**config.mk**
```make
export PLATFORM = sky130hd
export DESIGN_NAME = blake2s_block_sched
export DESIGN_NICKNAME = d
export VERILOG_FILES = /design/src/rtl/blake2s_pkg.sv /design/src/rtl/blake2s_block_cnt.sv /design/src/rtl/blake2s_block_sched.sv
export SDC_FILE = /design/constraint.sdc
export NUM_CORES = 1
export LEC_CHECK = 0
export CAP_MARGIN = 20
export CELL_PAD_IN_SITES_DETAIL_PLACEMENT = 1
export CELL_PAD_IN_SITES_GLOBAL_PLACEMENT = 2
export CORE_MARGIN = 8
export CORE_UTILIZATION = 28
export CTS_BUF_LIST = sky130_fd_sc_hd__clkbuf_8
export DETAILED_ROUTE_END_ITERATION = 12
export HOLD_SLACK_MARGIN = 0.08
export PLACE_DENSITY = 0.77
export SYNTH_ARGS = -nofsm -noshare
export SYNTH_HDL_FRONTEND = slang
export SYNTH_SLANG_ARGS = --single-unit
```
**constraint.sdc**
```tcl
create_clock -name clk -period 3.4 [get_ports clk]
set_clock_uncertainty 0.05 [all_clocks]
set_input_delay 0.34 -clock clk [delete_from_list [all_inputs] [get_ports clk]]
set_output_delay 0.34 -clock clk [all_outputs]
set_load 0.05 [all_outputs]
```
**src/rtl/blake2s_pkg.sv**
```systemverilog
// rtl/blake2s_pkg.sv - shared constants and FSM state type for the BLAKE2s block scheduler
package blake2s_pkg;

    localparam int BLOCK_BYTES = 64;
    localparam int KK_MAX      = 32;
    localparam int NN_MAX      = 32;

    typedef enum logic [2:0] {
        ST_IDLE,
        ST_KEY,
        ST_KEY_PAD,
        ST_MSG,
        ST_MSG_PAD,
        ST_WAIT_HASH
    } state_t;

endpackage

```
**src/rtl/blake2s_block_cnt.sv**
```systemverilog
// rtl/blake2s_block_cnt.sv - byte-in-block counter and remaining-message-byte counter
module blake2s_block_cnt
    import blake2s_pkg::*;
#(
    parameter int LL_W = 64
) (
    input  logic            clk,
    input  logic            nreset,
    input  logic            clr,
    input  logic [LL_W-1:0] load_val,
    input  logic            step,
    input  logic            dec,
    output logic [5:0]      idx,
    output logic            wrap,
    output logic            rem_next_zero,
    output logic            rem_next_le_blk
);

    logic [LL_W-1:0] rem;
    logic [LL_W-1:0] rem_next;

    // Flags look at the post-decrement count so the FSM can decide on the accepting cycle.
    assign rem_next        = dec ? rem - LL_W'(1) : rem;
    assign wrap            = step && (idx == 6'd63);
    assign rem_next_zero   = (rem_next == '0);
    assign rem_next_le_blk = (rem_next <= LL_W'(BLOCK_BYTES));

    always_ff @(posedge clk or negedge nreset) begin
        if (!nreset) begin
            idx <= 6'd0;
            rem <= '0;
        end else if (clr) begin
            idx <= 6'd0;
            rem <= load_val;
        end else begin
            if (step) begin
                idx <= idx + 6'd1;
            end
            rem <= rem_next;
        end
    end

endmodule

```
**src/rtl/blake2s_block_sched.sv**
```systemverilog
// rtl/blake2s_block_sched.sv - slices a key+message byte stream into padded 64-byte BLAKE2s blocks
module blake2s_block_sched
    import blake2s_pkg::*;
#(
    parameter int LL_W = 64
) (
    input  logic            clk,
    input  logic            nreset,
    input  logic            start_i,
    input  logic [7:0]      kk_i,
    input  logic [7:0]      nn_i,
    input  logic [LL_W-1:0] ll_i,
    input  logic            in_valid_i,
    input  logic [7:0]      in_data_i,
    output logic            in_ready_o,
    input  logic            core_ready_i,
    input  logic            core_finished_i,
    output logic [7:0]      kk_o,
    output logic [7:0]      nn_o,
    output logic [LL_W-1:0] ll_o,
    output logic            data_v_o,
    output logic [7:0]      data_o,
    output logic [5:0]      data_idx_o,
    output logic            block_first_o,
    output logic            block_last_o,
    output logic            busy_o,
    output logic            done_o,
    output logic            err_o
);

    state_t     state;
    logic [5:0] idx;
    logic       wrap;
    logic       rem_next_zero;
    logic       rem_next_le_blk;
    logic       first_q;
    logic       last_q;
    logic       acc;
    logic       pad_emit;
    logic       emit;
    logic       msg_acc;
    logic       start_ok;
    logic       start_bad;
    logic       clr;

    assign in_ready_o = ((state == ST_KEY) || (state == ST_MSG)) && core_ready_i;
    assign acc        = in_valid_i && in_ready_o;
    assign pad_emit   = ((state == ST_KEY_PAD) || (state == ST_MSG_PAD)) && core_ready_i;
    assign emit       = acc || pad_emit;
    assign msg_acc    = acc && (state == ST_MSG);
    // done_o high means the previous job just closed; a start in that cycle is dropped.
    assign start_ok   = (state == ST_IDLE) && start_i && !done_o;
    assign start_bad  = (kk_i > 8'(KK_MAX)) || (nn_i == 8'd0) || (nn_i > 8'(NN_MAX));
    assign clr        = start_ok && !start_bad;

    blake2s_block_cnt #(.LL_W(LL_W)) u_cnt (
        .clk             (clk),
        .nreset          (nreset),
        .clr             (clr),
        .load_val        (ll_i),
        .step            (emit),
        .dec             (msg_acc),
        .idx             (idx),
        .wrap            (wrap),
        .rem_next_zero   (rem_next_zero),
        .rem_next_le_blk (rem_next_le_blk)
    );

    always_ff @(posedge clk or negedge nreset) begin
        if (!nreset) begin
            state         <= ST_IDLE;
            kk_o          <= 8'd0;
            nn_o          <= 8'd0;
            ll_o          <= '0;
            data_v_o      <= 1'b0;
            data_o        <= 8'd0;
            data_idx_o    <= 6'd0;
            block_first_o <= 1'b0;
            block_last_o  <= 1'b0;
            busy_o        <= 1'b0;
            done_o        <= 1'b0;
            err_o         <= 1'b0;
            first_q       <= 1'b0;
            last_q        <= 1'b0;
        end else begin
            data_v_o <= emit;
            done_o   <= 1'b0;
            if (emit) begin
                data_o        <= acc ? in_data_i : 8'h00;
                data_idx_o    <= idx;
                block_first_o <= first_q;
                block_last_o  <= last_q;
                // Flags for the next block are fixed at the boundary from what remains.
                if (wrap) begin
                    first_q <= 1'b0;
                    last_q  <= rem_next_le_blk;
                end
            end
            case (state)
                ST_IDLE: begin
                    if (start_ok && start_bad) begin
                        err_o <= 1'b1;
                    end else if (clr) begin
                        err_o   <= 1'b0;
                        kk_o    <= kk_i;
                        nn_o    <= nn_i;
                        ll_o    <= ll_i;
                        busy_o  <= 1'b1;
                        first_q <= 1'b1;
                        last_q  <= (kk_i != 8'd0) ? (ll_i == '0) : (ll_i <= LL_W'(BLOCK_BYTES));
                        if (kk_i != 8'd0)     state <= ST_KEY;
                        else if (ll_i != '0)  state <= ST_MSG;
                        else                  state <= ST_MSG_PAD;
                    end
                end
                ST_KEY: begin
                    if (acc && ({2'b00, idx} == kk_o - 8'd1)) state <= ST_KEY_PAD;
                end
                ST_KEY_PAD: begin
                    if (pad_emit && wrap) state <= (ll_o != '0) ? ST_MSG : ST_WAIT_HASH;
                end
                ST_MSG: begin
                    if (msg_acc && rem_next_zero) state <= wrap ? ST_WAIT_HASH : ST_MSG_PAD;
                end
                ST_MSG_PAD: begin
                    if (pad_emit && wrap) state <= ST_WAIT_HASH;
                end
                ST_WAIT_HASH: begin
                    if (core_finished_i) begin
                        done_o <= 1'b1;
                        busy_o <= 1'b0;
                        state  <= ST_IDLE;
                    end
                end
                default: state <= ST_IDLE;
            endcase
        end
    end

endmodule

```
---- Word-level counts from Yosys, hierarchy flattened ----
Index checks and enable logic that the tools add are counted.
operators by class
  add/sub/neg operators ................... 3
  order comparisons ....................... 4
  equality and inequality tests ........... 14
  multiplexer cells ....................... 36
  bitwise gates (word level) .............. 1
  reduce and logical (&&, ||, !) cells .... 33
operators with widths
  cell                                                   count
  <= comparator 64 x 7 -> 1 bit (second input constant)  2
  zero test 64 bit                                       2
  2-to-1 mux 64 bit                                      2
  nonzero test 64 bit                                    2
  subtractor 64 x 1 -> 64 bit (second input constant)    1
  2-to-1 mux 3 bit                                       10
  2-to-1 mux 1 bit                                       19
  case mux 3 bit (6 select lines)                        1
  > comparator 8 x 6 -> 1 bit (second input constant)    2
  logical AND 1 bit                                      12
  2-to-1 mux 6 bit                                       2
  == test 6 x 8 -> 1 bit                                 1
  zero test 8 bit                                        1
  2-to-1 mux 8 bit                                       1
  != test 2 x 1 -> 1 bit (second input constant)         4
  nonzero test 8 bit                                     1
  subtractor 8 x 1 -> 8 bit (second input constant)      1
  AND reduction 7 bit                                    1
  adder 6 x 1 -> 6 bit (second input constant)           1
  == test 3 x 2 -> 1 bit (second input constant)         2
  == test 3 bit (second input constant)                  2
  == test 6 bit (second input constant)                  1
  != test 2 bit (second input constant)                  3
  nonzero test 2 bit                                     3
  9 further kinds                                        14
word-level totals
  flip-flop bits (word level) ............. 175
  output and inout bits ................... 101

---- Longest topological paths before layout ----
  word-level depth ........................ 12
  depth in mapped cells ................... 12

---- Cells and area by module ----
Synthesis repeated with hierarchy kept, for this count alone.
unflattened totals
  cell total of the unflattened synthesis .. 978
  area, all modules ....................... 8921.1 um^2
modules (own cells, without submodules)
  module               instances  cells an instance  area an instance (um^2)  seq. area each (um^2)
  blake2s_block_sched  1          528                4702.0                   2627.5
  blake2s_block_cnt    1          450                4219.0                   1751.7

---- Worst setup path after synthesis ----
No wires, ideal clock.
  path type ............................... reg2reg
  start ................................... register u_cnt.rem[20]
  end ..................................... register state[1]
  setup time .............................. 124 ps
  data arrival time ....................... 3057 ps
  path slack .............................. 169 ps
  stages on the path, launching flop included .. 11
  path through ............................ dfrtp_1 -> or4_1 -> or3_4 -> or3_4 -> buf_6 -> nor3_1 -> xnor2_1 -> nand3_1 -> nor4_1 -> nand3b_4 -> a211o_1
between the ends
  cells in the longest elaborated chain, start to end .. 6
ends and longest elaborated chain
  element                               RTL line                    RTL
  start: declaration                    blake2s_block_cnt.sv:19     logic [LL_W-1:0] rem;
  start signal: assignment              blake2s_block_cnt.sv:34     rem <= load_val;
  start signal: assignment              blake2s_block_cnt.sv:39     rem <= rem_next;
  subtractor 64 x 1 -> 64 bit           blake2s_block_cnt.sv:23     assign rem_next = dec ? rem - LL_W'(1) : rem;
  2-to-1 mux 64 bit (*)                 blake2s_block_cnt.sv:23
  zero test 64 bit (*)                  blake2s_block_cnt.sv:25     assign rem_next_zero = (rem_next == '0);
  logical AND 1 bit (*)                 blake2s_block_sched.sv:123  if (msg_acc && rem_next_zero) state <= wrap ? ST_WAIT_HASH : ST_MSG_PAD;
  != test 2 x 1 -> 1 bit (no line) (*)  --
  AND reduction 7 bit (no line) (*)     --
  end signal: assignment                blake2s_block_sched.sv:120  if (pad_emit && wrap) state <= (ll_o != '0) ? ST_MSG : ST_WAIT_HASH;
  end signal: assignment                blake2s_block_sched.sv:123
  end: declaration                      blake2s_block_sched.sv:31   state_t state;
Mark *: on every way between the ends. The rest lies on a longest branch, timed or not.
A chain may end at the register's enable or synchronous reset.

---- Worst setup path after layout ----
Ends and elaborated chain as after synthesis.

==> impl_metrics.py <==
metrics = {
    "place": {
        "portBuffers": 194,
        "routabilityCongestion": 0.9115,
        "dpl_worst_slack_ns": -0.2376,
        "dp_hpwl_mm": 29.14,
    },
    "global_route": {
        "grt_pass1_wl_mm": 57.28,
        "overflow": 0,
        "first_global_vias": 9330,
        "grt_start_max_net_pins": 63,
        "grt_antenna_before_repair": 0,
        "grtUsageTotal_pct": 19.40,
    },
    "finish": {
        "fin_nets": 1421,
        "diodes": 0,
        "fill_cells": 3647,
        "drive_gt1_share_pct": 15.71,
        "syn_to_final_growth_pct": 43.61,
    },
    "sta": {
        "fin_crit_ns": 3.378,
        "finalHoldViolCount": 0,
        "slew_headroom_pct": 56.09,
        "fmax_mhz": 296.0,
        "whs_ns": 0.3486,
        "setup_slack_ns": 0.02197,
        "finalSetupViolations": 0,
        "finalCritPeriodShare_pct": 99.35,
        "slew_viol_final": 0,
        "rsz0062_at_grt": "true",
        "tightest_slew_ns": 0.6587,
    },
    "die": {
        "coreArea_mm2": 0.03139,
        "ioPinCount": 195,
        "fp.dieArea_mm2": 0.03770,
        "dieWidth_um": 194.2,
        "die_h_um": 194.2,
        "rows": 65,
        "start_util_pct": 28.31,
    },
    "worst_setup_path": {
        "cp_max_fo": 5,
        "r2r_slack_ns": 0.02,
        "worstReg2RegEnd": "state[1]$_DFFE_PN0P_",
        "reg2reg_depth": 10,
        "timing.rr.start": "u_cnt.rem[20]$_DFF_PN0_",
        "critPathLaunchType": "register",
        "crit_path_end_kind": "register",
        "arrival_ns": 3.70,
        "worstSetupPathType": "reg -> reg",
        "worst-endpoint-required_ns": 3.72,
    },
    "power": {
        "power.density_mw_per_mm2": 767.4,
        "ir_drop_mv": 0.2802,
        "p_leak_uw": 0.005786,
    },
    "yosys": {
        "synth_xor_area_share_pct": 7.686,
        "synth_edf_count": 0,
        "synth.top_cell.area_share_pct": 49.27,
        "syn_inst": 1019,
        "synth_cell_type_count": 59,
        "synth.largest_area_cell": "dfrtp_1",
        "synth_top_family_by_area": "simple AND/OR/NAND/NOR gates",
        "synth-main-ff-cell": "dfrtp_1",
        "yosys_warnings": 0,
        "synthAdderAreaFrac_pct": 0.5349,
        "postSynthAreaPerCell_um2": 8.723,
        "syn_area_mm2": 0.008889,
        "async_flop_share_pct": 100.0,
        "synth_mux_area_share_pct": 0,
        "synth_compound_area_share_pct": 7.770,
        "synth.yosys.seq_area_share_pct": 49.27,
        "syn-num-nets": 1116,
        "netlist_top_cells_area": "dfrtp_1 49%, nand2_1 12%, xnor2_1 4.8%",
        "synthSimpleGateAreaFrac_pct": 32.29,
        "synth-seq-cells": 175,
    },
    "run_status": {
        "status": "completed",
    },
    "cts": {
        "clkSinkCount": 175,
        "clk_pin_slew_ns": 0.12,
        "cts_tree": "done",
        "clkLatencyLatePin_ns": 0.49,
        "cts_buffer_depth": 2,
        "cts_buffers": 17,
        "h-tree-depth": 4,
        "clock-root-buffer": "clkbuf_8",
    },
    "routing": {
        "drtIter0Drc": 479,
        "vias_per_cell": 4.984,
        "routedWlPerCell_um": 21.14,
        "drc": 0,
        "totalWireLength_mm": 36.77,
        "first_pass_iters": 5,
        "postRouteAntennaNets": 0,
        "vias": 8668,
    },
    "hold_path": {
        "hp-class": "in -> async",
    },
    "run": {
        "cap_violations": 0,
    },
}
[registers in the layout (all words and copies together), names as in the netlist]
signal and count:
ll_o 64, u_cnt.rem 64, data_o 8, kk_o 8, nn_o 8, data_idx_o 6
u_cnt.idx 6, state 3, block_first_o 1, block_last_o 1, busy_o 1, data_v_o 1
done_o 1, err_o 1, first_q 1, last_q 1
[how the worst max path moves through the flow]
stage | start | to | slack [ns]
5_1_grt | u_cnt.rem[20]$_DFF_PN0_ | state[1]$_DFFE_PN0P_ | -0.10
4_1_cts | u_cnt.rem[20]$_DFF_PN0_ | state[1]$_DFFE_PN0P_ | 0.008
2_1_floorplan | u_cnt.rem[20]$_DFF_PN0_ | state[1]$_DFFE_PN0P_ | 0.17
3_3_place_gp | core_ready_i | state[1]$_DFFE_PN0P_ | -0.22
3_5_place_dp | core_ready_i | state[1]$_DFFE_PN0P_ | -0.24
6_report | u_cnt.rem[20]$_DFF_PN0_ | state[1]$_DFFE_PN0P_ | 0.02
[synth_stat cells, types with 3 or more instances]
cell type	count
dfrtp_1	175
nor4_1	55
nand4_1	28
buf_1	5
buf_2	3
xor2_1	29
o211ai_1	4
or2_2	3
a21oi_1	46
clkbuf_1	35
ha_1	3
nor4_2	6
a22o_1	9
and2_1	6
o21ai_0	33
and3_1	9
o21ai_1	8
nor2b_1	3
xnor2_1	49
nand3b_1	5
or4_1	9
or3_4	3
inv_1	11
nand2b_1	4
nor3_1	33
nor2_1	95
nand2_1	281
or3_1	9
nand3_1	19
[metal layers]
layer,wire length (um),up-vias,global-route usage (%)
met4,653,0,5.460
met2,16690,188,30.71
met1,18140,4327,26.96
li1,-,4124,-
met5,0,-,0
met3,1282,29,3.193
[repair_timing]
action                                  CTS  global route
endpoints found under the setup margin    3             4
endpoints found under the hold margin    60             0
pin swaps                                 1            12
resized for setup                         2            15
setup buffers                             0             8
hold buffers                              1             0
[final cells by class]
class | instances | area [um2] | area share (%)
clock inverter | 15 | 196.4 | 1.539
multi-input combinational | 789 | 4407 | 34.52
sequential | 175 | 4379 | 34.31
tap | 402 | 503.0 | 3.940
timing repair buffer | 330 | 3004 | 23.53
clock buffer | 17 | 234.0 | 1.833
inverter | 11 | 41.29 | 0.3235
[cell families after synthesis]
logic type / Yosys count
AOI/OAI and AO/OA: 116
buffers and inverters: 55
xor gates and xnor gates: 78
and+or+nand+nor: 591
DFF: 175
adders and majority gates: 4
[where the power goes]
part           leakage, uW  switching (uW)  internal (uW)
registers          0.00235             622           2590
logic              0.00323            2900           2040
clock network     0.000208             893            752
total              0.00579            4420           5380
[critical path, cell delays in order (launching register included)]
cell and delay (ns):
dfrtp_1 0.41, or4_4 0.55, or3_4 0.40, or3_4 0.42, buf_4 0.20, nor3_2 0.18
xnor2_1 0.22, and4_1 0.26, nand4_1 0.10, nand3b_4 0.21, a211o_1 0.27
[stage by stage]
stage / instance area, um2 / setup TNS, ns / power (uW) / std cells / util, %
finish: 12760 / 0 / 9795 / 1739 / 40.66
global route: 12760 / -0.1585 / 10340 / 1739 / 40.66
CTS: 12600 / 0 / 9759 / 1731 / 40.13
detailed placement: 12150 / -0.5929 / 8039 / 1698 / 38.69
global placement: 12150 / -0.5138 / 7992 / 1698 / 38.69
floorplan: 8889 / 0 / 5734 / 1019 / -
[cell usage in the layout (no fill, tap or decap), types with 3 or more instances in the layout]
| cell | n |
|---|---|
| nor3_2 | 3 |
| buf_4 | 132 |
| or2_2 | 3 |
| clkinvlp_4 | 3 |
| nor2_1 | 95 |
| buf_12 | 3 |
| or3_4 | 3 |
| or3_1 | 9 |
| ha_1 | 3 |
| bufinv_16 | 3 |
| nand2b_1 | 4 |
| o211ai_1 | 4 |
| nand4_1 | 28 |
| dfrtp_1 | 175 |
| inv_1 | 11 |
| o21ai_0 | 33 |
| nor3_1 | 30 |
| or4_1 | 8 |
| xnor2_1 | 47 |
| inv_6 | 6 |
| nor2b_1 | 3 |
| o21ai_1 | 8 |
| clkbuf_8 | 17 |
| clkdlybuf4s50_1 | 193 |
| nor4_1 | 53 |
| nor4_2 | 5 |
| a22o_1 | 9 |
| and2_1 | 5 |
| nand3_1 | 18 |
| xor2_1 | 28 |
| nand2_1 | 279 |
| nand3b_1 | 5 |
| and3_1 | 9 |
| a21oi_1 | 46 |
| nor4_4 | 5 |
(Power assumes the default switching activity.)
